<file path="config.mk">
export PLATFORM = sky130hd
export DESIGN_NAME = pwm_capture
export DESIGN_NICKNAME = d
export VERILOG_FILES = /design/src/rtl/pwm_capture.sv
export SDC_FILE = /design/constraint.sdc
export NUM_CORES = 1
export LEC_CHECK = 0
export ABC_AREA = 1
export CORE_MARGIN = 4
export CORE_UTILIZATION = 58
export CTS_CLUSTER_SIZE = 30
export DETAILED_ROUTE_END_ITERATION = 7
export PLACE_DENSITY_LB_ADDON = 0.08
export SLEW_MARGIN = 20
export SYNTH_ARGS = -nofsm -noshare
export SYNTH_HDL_FRONTEND = slang
export SYNTH_SLANG_ARGS = --single-unit
</file>
<file path="constraint.sdc">
create_clock -name clk -period 3.18 [get_ports clk]
set_input_delay 0.954 -clock clk [delete_from_list [all_inputs] [get_ports clk]]
set_output_delay 0.954 -clock clk [all_outputs]
set_load 0.05 [all_outputs]
</file>
<file path="src/rtl/pwm_capture.sv">
// pwm_capture: samples an asynchronous PWM input and measures its period
// (rising->rising) and high time (rising->falling) in clk cycles. A fresh
// pair is published with a one-cycle valid_o pulse at each completed period.
module pwm_capture #(
    parameter int CNT_W  = 9,
    parameter int SYNC_N = 2
) (
    input  logic             clk,
    input  logic             res_ni,
    input  logic             en_i,
    input  logic             pwm_i,
    output logic [CNT_W-1:0] period_o,
    output logic [CNT_W-1:0] high_o,
    output logic             valid_o,
    output logic             timeout_o,
    output logic             lock_o
);

    typedef enum logic [1:0] {IDLE, HIGH, LOW} state_e;

    localparam logic [CNT_W-1:0] CNT_MAX = '1;
    localparam logic [CNT_W-1:0] CNT_ONE = CNT_W'(1);

    logic [SYNC_N-1:0] sync_q, sync_d;
    logic              prev_q, prev_d;
    state_e            state_q, state_d;
    logic [CNT_W-1:0]  cnt_q, cnt_d;
    logic [CNT_W-1:0]  high_q, high_d;          // high time of the period in progress
    logic [CNT_W-1:0]  period_out_q, period_out_d;
    logic [CNT_W-1:0]  high_out_q, high_out_d;
    logic              valid_q, valid_d;
    logic              timeout_q, timeout_d;
    logic              lock_q, lock_d;

    logic             s, rise, fall;
    logic [CNT_W-1:0] cnt_inc;

    // Edge detection on the synchronized input and next-state / result logic
    always_comb begin
        sync_d       = {sync_q[SYNC_N-2:0], pwm_i};
        s            = sync_q[SYNC_N-1];
        prev_d       = s;
        rise         = s & ~prev_q;
        fall         = ~s & prev_q;
        // Saturating increment: a fall at max count must not wrap; the LOW
        // phase then times out on its first cycle unless a rise arrives.
        cnt_inc      = (cnt_q == CNT_MAX) ? cnt_q : cnt_q + 1'b1;

        state_d      = state_q;
        cnt_d        = cnt_q;
        high_d       = high_q;
        period_out_d = period_out_q;
        high_out_d   = high_out_q;
        valid_d      = 1'b0;
        timeout_d    = 1'b0;
        lock_d       = lock_q;

        if (!en_i) begin
            state_d = IDLE;
            cnt_d   = '0;
            lock_d  = 1'b0;
        end else begin
            case (state_q)
                IDLE: begin
                    // First rise only opens a measurement; the partial period is dropped.
                    if (rise) begin
                        state_d = HIGH;
                        cnt_d   = CNT_ONE;
                    end
                end
                HIGH: begin
                    if (fall) begin
                        high_d  = cnt_q;
                        cnt_d   = cnt_inc;
                        state_d = LOW;
                    end else if (cnt_q == CNT_MAX) begin
                        timeout_d = 1'b1;
                        lock_d    = 1'b0;
                        cnt_d     = '0;
                        state_d   = IDLE;
                    end else begin
                        cnt_d = cnt_inc;
                    end
                end
                LOW: begin
                    // A rise at max count still wins over the timeout.
                    if (rise) begin
                        period_out_d = cnt_q;
                        high_out_d   = high_q;
                        valid_d      = 1'b1;
                        lock_d       = 1'b1;
                        cnt_d        = CNT_ONE;
                        state_d      = HIGH;
                    end else if (cnt_q == CNT_MAX) begin
                        timeout_d = 1'b1;
                        lock_d    = 1'b0;
                        cnt_d     = '0;
                        state_d   = IDLE;
                    end else begin
                        cnt_d = cnt_inc;
                    end
                end
                default: begin
                    state_d = IDLE;
                    cnt_d   = '0;
                end
            endcase
        end
    end

    // State and result registers with synchronous active-low reset
    always_ff @(posedge clk) begin
        if (!res_ni) begin
            sync_q       <= '0;
            prev_q       <= 1'b0;
            state_q      <= IDLE;
            cnt_q        <= '0;
            high_q       <= '0;
            period_out_q <= '0;
            high_out_q   <= '0;
            valid_q      <= 1'b0;
            timeout_q    <= 1'b0;
            lock_q       <= 1'b0;
        end else begin
            sync_q       <= sync_d;
            prev_q       <= prev_d;
            state_q      <= state_d;
            cnt_q        <= cnt_d;
            high_q       <= high_d;
            period_out_q <= period_out_d;
            high_out_q   <= high_out_d;
            valid_q      <= valid_d;
            timeout_q    <= timeout_d;
            lock_q       <= lock_d;
        end
    end

    assign period_o  = period_out_q;
    assign high_o    = high_out_q;
    assign valid_o   = valid_q;
    assign timeout_o = timeout_q;
    assign lock_o    = lock_q;

endmodule

</file>
Word-level counts from Yosys, hierarchy flattened:

Index checks and enable logic that the tools add are counted.

* output and inout port bits: 21
* flip-flop bits (word level): 44
* bits of input ports: 4

* equal/unequal tests: 5
* $add $sub $neg: 1
* reductions and logical operators: 7
* bitwise logic cells: 4
* mux-type cells: 20

Operators by type and width (count)
* $mux 9: 5
* $pmux 9 s3: 1
* $add 9x1->9 const B: 1
* $eq 9x9->1 const B: 1
* $reduce_and 3->1: 3
* $mux 2: 4
* $mux 1: 7
* $pmux 2 s3: 1
* $ne 2x2->1 const B: 2
* $pmux 1 s2: 2
* $reduce_and 2->1: 2
* $and 1x1->1: 2
* $eq 2x1->1 const B: 1
* $eq 2x2->1 const B: 1
* $logic_not 2->1: 1
* $not 1->1: 2
* $reduce_bool 2->1: 1

Longest topological paths before layout:

Gate-level depths: netlist (run 1).

* word-level depth: 5
* depth in mapped cells: 15
* gate-level depth less buffers: 15

Worst setup path before layout (run 1):

No wires, ideal clock.

* kind: reg-to-reg
* start point: register cnt_q[3]
* end point: register cnt_q[0]
* arrival time: 1786 ps
* setup slack: 1323 ps
* cell stages (with the launch flop): 15
* required time: 3109 ps
* cell sequence: dfxtp_1 > nand2_1 > nor2_1 > nand2_1 > inv_1 > nand4_1 > inv_1 > ha_1 > inv_1 > ha_1 > nor2_1 > nor2_1 > nand2_1 > nand2_1 > a21oi_1

* word-level cells in the longest chain between the ends: 5
* elaborated cells between the ends (all ways): 6
* classes of those cells: eq/ne (1); mux (5)

Ends and longest elaborated chain
* start: declaration: RTL line 27 `logic [CNT_W-1:0] cnt_q, cnt_d;`
* start signal: assignment: RTL line 128 `cnt_q <= cnt_d;`
* $eq 9x9->1 (*): RTL line 47, 76, 94
* $mux 9: RTL line 47 `cnt_inc = (cnt_q == CNT_MAX) ? cnt_q : cnt_q + 1'b1;`
* $mux 9: RTL line 76, 94
* $mux 9 (on tied branches): RTL line 87, 72
* $pmux 9 s3 (*): RTL line 63 `case (state_q)`

Every way passes the cells marked *; elsewhere a longest branch is shown, timed or not.
A chain may end at the register's enable or synchronous reset.

Worst setup path after layout (run 1):

* start point: register high_out_q[0], in the netlist high_o[0]
* end point: output port high_o[0]

RTL lines
* start: declaration: RTL line 30 `logic [CNT_W-1:0] high_out_q, high_out_d;`
* start signal: assignment: RTL line 131 `high_out_q <= high_out_d;`
* end: declaration: RTL line 13 `output logic [CNT_W-1:0] high_o,`

No word-level cell between the ends.

==> results of run 1 <==
[kinds of logic after synthesis]
kind of cell	count (synthesis)	synth area share, %
and+or+nand+nor	100	22.3
DFF	44	45.0
buffers and inverters	53	10.4
AOI/OAI and AO/OA	62	16.1
adders and majority gates	9	5.75
xor gates and xnor gates	1	0.447
[stage by stage]
step	power, uW	cell area, um^2	util [%]	worst slack, ns
floorplan	597	1960	-	1.32
global placement	610	2240	71.1	0.779
detailed placement	611	2240	71.1	0.716
CTS	893	2310	73.2	0.663
global route	928	2310	73.2	0.614
finish	887	2310	73.2	0.688
[flip-flops by register name (all words and copies together) (netlist names)]
signal     flops
sync_q         2
lock_o         1
cnt_q          9
prev_q         1
timeout_o      1
high_q         9
high_o         9
period_o       9
valid_o        1
state_q        2
[cell usage in the layout, fill, tap and decap left out]
cell type        Yosys  final
a21oi_1             37     37
buf_4                0      3
clkbuf_4             0      5
clkbuf_8             0      1
clkdlybuf4s50_1      0     24
clkinv_1             1      1
clkinvlp_4           0      2
dfxtp_1             44     44
ha_1                 9      9
inv_1               43     43
inv_2                1      1
nand2_1             60     60
nand2_2              1      1
nand2_4              1      1
nand3_1             18     18
nand3b_1             2      2
nand4_1              2      2
nand4_2              1      1
nor2_1              12     12
nor2_2               2      2
o211ai_1             1      1
o21ai_0             23     23
o21bai_1             1      1
or2_2                1      1
xor2_1               1      1
[cell usage after synthesis]
cell	number	area, um^2
nand2_1	60	225
nand3b_1	2	15.0
o211ai_1	1	7.51
nor2_1	12	45.0
a21oi_1	37	185
nand4_2	1	12.5
clkinv_1	1	3.75
dfxtp_1	44	881
nand2_2	1	6.26
nand2_4	1	11.3
ha_1	9	113
inv_1	43	161
nand4_1	2	12.5
clkbuf_2	2	10.0
nand3_1	18	90.1
o21bai_1	1	7.51
or2_2	1	6.26
clkbuf_1	3	11.3
buf_1	1	3.75
xor2_1	1	8.76
inv_2	1	3.75
o21ai_0	23	115
buf_2	2	10.0
nor2_2	2	12.5
[worst paths after layout]
check             slack [ns]   endpoint  startpoint  depth (start not counted)
setup reg to reg        0.90   cnt_q[0]    cnt_q[3]                         14
setup / recovery        0.69  high_o[0]   high_o[0]                          1
hold reg to reg         0.44  sync_q[1]   sync_q[0]                          2
hold / removal          0.44  sync_q[1]   sync_q[0]                          2
[metal layers]
metal  up-vias  routed length [um]
met5         -                   0
met2        42                1720
li1        907                   -
met4         0                  17
met1       767                1990
met3         2                 151
[power by group through the flow]
stage | combinational, uW | clock, uW | sequential (uW)
after global placement | 41.2 | 0 | 569
after floorplan | 29.0 | 0 | 568
after detailed placement | 42.2 | 0 | 569
after CTS | 42.5 | 294 | 557
final | 42.8 | 287 | 557
after global routing | 49.2 | 321 | 558
[cell type report]
class	count	area (um^2)	share of cell area, %
Timing Repair Buffer	27	263	11.4
Sequential cell	44	881	38.2
Clock buffer	6	51.3	2.22
Inverter	45	169	7.32
Multi-Input combinational cell	172	873	37.9
Clock inverter	2	15.0	0.651
Tap cell	44	55.1	2.39
==> key figures, run 1 <==
Global routing
  – First-pass GRT wire length: 6990 um
  – Met1 Track Usage GR: 27.4%
  – Initial antenna violation count: 0
  – GR Layer Usage met2: 32.2%
  – Vias in the first global route: 1602
  – GRT overflow: 0
  – Largest net degree at the start of global routing: 27
  – Global routing usage on met3: just over 6%
  – GRT busiest layer: met2
  – Total track usage: 20.7%

Setup path
  – Critical path's largest stage delay: 0.81 ns
  – Critical-path cell list: clkdlybuf4s50_1
  – Crit-path leading delay family: buffers and inverters
  – Crit Path Max Fanout: 2
  – CP arrival: 1.54 ns
  – CP required: around 2.2 ns
  – CP endpoint kind: output port
  – Startpoint types: flop
  – Number of buffers and inverters on the critical path: 1
  – Crit path kind: reg2out
  – Critical path's slowest cell: clkdlybuf4s50_1

Routing
  – Drt wl/cell: approximately 11 um
  – DR iter-0 viols: 94
  – First-pass detailed-route iteration total: 4
  – Total wire length: 3880 um
  – Residual DRC: 0
  – Vias per std cell: 5.05
  – DR vias: 1718
  – Antenna violation net count after detailed routing: 0

STA
  – Clock Skews: 0.0152 ns
  – F_max: between 400 and 500 MHz
  – Max Slew Vio Count: 0
  – Slew @ Worst Pin: 0.500 ns
  – Hold_ws: 0.436 ns
  – Min Tclk post-route: 2.49 ns
  – RSZ-0062 raised after global routing: no
  – Setup Total Neg Slack: 0 ns
  – Final Hold Vio Count: 0
  – Final setup viols: 0
  – Period utilization: about four fifths
  – Worst slew margin: between 60% and 70%

Placement
  – Post-DP HPWL: 2890 um
  – Placed insts: between 300 and 400
  – PortBufs: 24
  – Gpl congestion: 0.844

Clock network
  – Clock transition at the registers of the reported paths: 0.13 ns
  – Num CTS Buffers: 5
  – # H-tree levels: 2
  – Post-cts hold buffer count: 0
  – Clk_lat worst skew: 0.35 ns
  – Number of setup buffers added after CTS: 0
  – CTS tree: done
  – Root Driver: clkbuf_4
  – CTS Buffer Depth: 2
  – CTS sink cnt: 44
  – Post-CTS resize count: 0

Die
  – FP Rows: 20
  – Initial Util: 62.1%
  – Core area: ~3200 um^2
  – Top Ports: 25
  – DIE HEIGHT: between 60 and 70 um
  – DIE WIDTH: 66.1 um
  – DIE AREA: 4370 um^2

Finish
  – Share of layout cells above drive strength 1: 6.08%
  – Ant diodes: 0
  – FILL cells: 273
  – Fin cells: 340
  – Layout area overhead: 17.8%
  – Nets: 308

Power and ir drop
  – LEAKAGE: 0.000887 uW
  – Sequential power share: 62.8%
  – Clock power frac: 32.4%
  – Sw Share: 23.9%
  – VDD IR-drop max: between 300 and 400 uV
  – Pwr Density: 385 nW/um^2
  – Sw Pwr: 212 uW
  – Power share of the combinational group: 4.8%
  – Int Power: roughly 680 uW

Synthesis
  – Mapped Cells: roughly 270
  – Syn Area/Cell: 7.28 um^2
  – Yosys cell types: 24
  – Sequential area share after synthesis: ~45%
  – Post-synthesis register bit count: 44
  – Syn. warnings: 0
  – Syn nets: around 280
  – Synthesized cell area: 1960 um^2

Job
  – Max_cap viols: 0

Min path
  – Hold crit path type: reg2reg

Run status
  – Outcome: completed
No activity file was read; power rests on OpenSTA's default activity.
==> inputs of run 2 (changes only) <==
--- a/config.mk
+++ b/config.mk
@@ -7,7 +7,7 @@
 export LEC_CHECK = 0
 export ABC_AREA = 1
 export CORE_MARGIN = 4
-export CORE_UTILIZATION = 58
+export CORE_UTILIZATION = 49
 export CTS_CLUSTER_SIZE = 30
 export DETAILED_ROUTE_END_ITERATION = 7
 export PLACE_DENSITY_LB_ADDON = 0.08
==> constraint.sdc (replaced) <==
create_clock -name clk -period 2 [get_ports clk]
set_input_delay 0.6 -clock clk [delete_from_list [all_inputs] [get_ports clk]]
set_output_delay 0.6 -clock clk [all_outputs]
set_load 0.05 [all_outputs]
==> run 2 against run 1 <==
Cell count up 5.0%. Non-clock buffer count up 13. Global-route usage down 3.1 points. Power up 73%. First-iteration DRC count up 20%. Cell area up 4.9%. Clock-buffer cell count unchanged. Hold slack worse by 0.013 ns. Sequential share of layout area down 1.5 points. Wire length up 9.6%. Critical path type is now reg2reg. Setup slack worse by 0.55 ns.
==> key figures, run 2 (synthesized netlist as in run 1, its figures left out) <==
Routing
  – DR vias: 1747
  – DR iter-0 viols: 113
  – Drt wl/cell: 11.9 um
  – Residual DRC: 0
  – Total wire length: 4250 um
  – First-pass detailed-route iteration total: 4
  – Vias per std cell: 4.89
  – Antenna violation net count after detailed routing: 0

Finish
  – Most frequent cells in the layout: nand2_1, inv_1, dfxtp_1, a21oi_1, buf_4
  – FILL cells: 353
  – Share of layout cells above drive strength 1: 19.4%
  – Ant diodes: 0
  – Nets: 321
  – Commonest non-fill, non-tap cell in the layout: nand2_1
  – Layout area overhead: 23.6%

STA
  – Worst slew margin: 77.8%
  – Max Slew Vio Count: 0
  – Slew @ Worst Pin: 0.332 ns
  – Clock Skews: 0.0101 ns
  – F_max: 537 MHz
  – Final setup viols: 0
  – Period utilization: 93.2%
  – Min Tclk post-route: 1.86 ns
  – Hold_ws: 0.423 ns
  – Final Hold Vio Count: 0

Setup path
  – CP endpoint kind: flop
  – CP arrival: 2.09 ns
  – Crit Path Max Fanout: 5
  – Worst Setup EP: cnt_q[0]
  – R2R setup slack: 0.14 ns
  – Worst r2r src: cnt_q[4]
  – Worst setup startpoint: cnt_q[4]
  – RR Endpoint: cnt_q[0]
  – Crit path kind: reg2reg
  – Register-to-Register Path Depth: 14
  – Startpoint types: flop
  – CP required: 2.23 ns

Run status
  – Outcome: completed

Placement
  – Post-DP HPWL: 3120 um
  – PortBufs: 24
  – Gpl congestion: about 0.86

Clock network
  – Post-cts hold buffer count: 0
  – Num CTS Buffers: 5
  – CTS sink cnt: 44
  – Clk_lat worst skew: 0.29 ns
  – Clock transition at the registers of the reported paths: approximately 0.090 ns
  – CTS Buffer Depth: 2
  – CTS tree: done
  – # H-tree levels: 2
  – Root Driver: clkbuf_8

Die
  – DIE HEIGHT: 71.2 um
  – Initial Util: 51.9%
  – Top Ports: 25
  – FP Rows: 22
  – Core area: 3770 um^2
  – DIE WIDTH: 71.2 um
  – DIE AREA: 5070 um^2

Global routing
  – Initial antenna violation count: 0
  – Total track usage: between 15 and 20%
  – Largest net degree at the start of global routing: 37
  – Vias in the first global route: 1559
  – First-pass GRT wire length: 7270 um
  – GRT overflow: 0

Power and ir drop
  – Post-layout power: 1530 uW
  – Pwr Density: 633 nW/um^2
  – VDD IR-drop max: about 420 uV
  – LEAKAGE: 0.00102 uW

Min path
  – Hold crit path type: reg2reg
  – Worst Hold Depth: 2

Job
  – Max_cap viols: 0
-- run 2: cell type report --
cell class / instances / area [um^2] / area share, %
clock buffer: 6 / 82.6 / 3.41
clock inverter: 2 / 10.0 / 0.414
inverter: 45 / 169 / 6.98
multi-input combinational: 172 / 891 / 36.8
sequential: 44 / 887 / 36.7
tap: 48 / 60.1 / 2.48
timing repair buffer: 40 / 320 / 13.2
-- run 2: metal layers --
layer  wire, um  GRT usage [%]
met4         64           5.43
met1       2150           25.2
met2       1830           26.0
met3        202           4.07
met5          0              0
-- run 2: worst min path at each step --
stage / endpoint / slack (ns) / startpoint
2_1_floorplan: sync_q[1] / 0.39 / sync_q[0]
3_3_place_gp: sync_q[1] / 0.39 / sync_q[0]
3_5_place_dp: sync_q[1] / 0.41 / sync_q[0]
4_1_cts: sync_q[1] / 0.42 / sync_q[0]
5_1_grt: high_o[0] / 0.47 / high_o[0]
6_report: sync_q[1] / 0.42 / sync_q[0]
-- run 2: power breakdown --
group | switching [uW] | leakage (uW) | total (uW) | internal [uW]
sequential | 5.12 | 0.000357 | 883 | 878
combinational | 48.1 | 0.000613 | 74.7 | 26.6
clock | 297 | 0.0000510 | 573 | 276
-- run 2: through the flow --
stage / setup WS, ns / utilization [%] / cell area [um^2] / TNS (ns) / instances
floorplan: 0.143 / - / 1960 / 0 / 269
CTS: 0.0128 / 62.6 / 2360 / 0 / 352
global placement: 0.0585 / 60.1 / 2270 / 0 / 344
finish: 0.136 / 64.2 / 2420 / 0 / 357
detailed placement: 0.000504 / 60.1 / 2270 / 0 / 344
global route: -0.00205 / 64.2 / 2420 / -0.00205 / 357
-- run 2: critical path, cell delays in order, from the launching register on --
cell and delay (ns):
dfxtp_4 0.37, nand2_1 0.08, nor2_2 0.12, nand2_1 0.09
inv_2 0.07, nand4_1 0.10, inv_1 0.15, ha_4 0.15
inv_2 0.05, ha_1 0.27, nor2_1 0.10, nor2_1 0.05
nand2_1 0.05, nand2_1 0.04, a21oi_1 0.12
-- run 2: repair_timing --
action | 4_1_cts | 5_1_grt
resized for setup | 1 | 9
endpoints found under the setup margin | 1 | 10
pin swaps | 0 | 1
cloned | 0 | 0
buffers inserted | 0 | 5
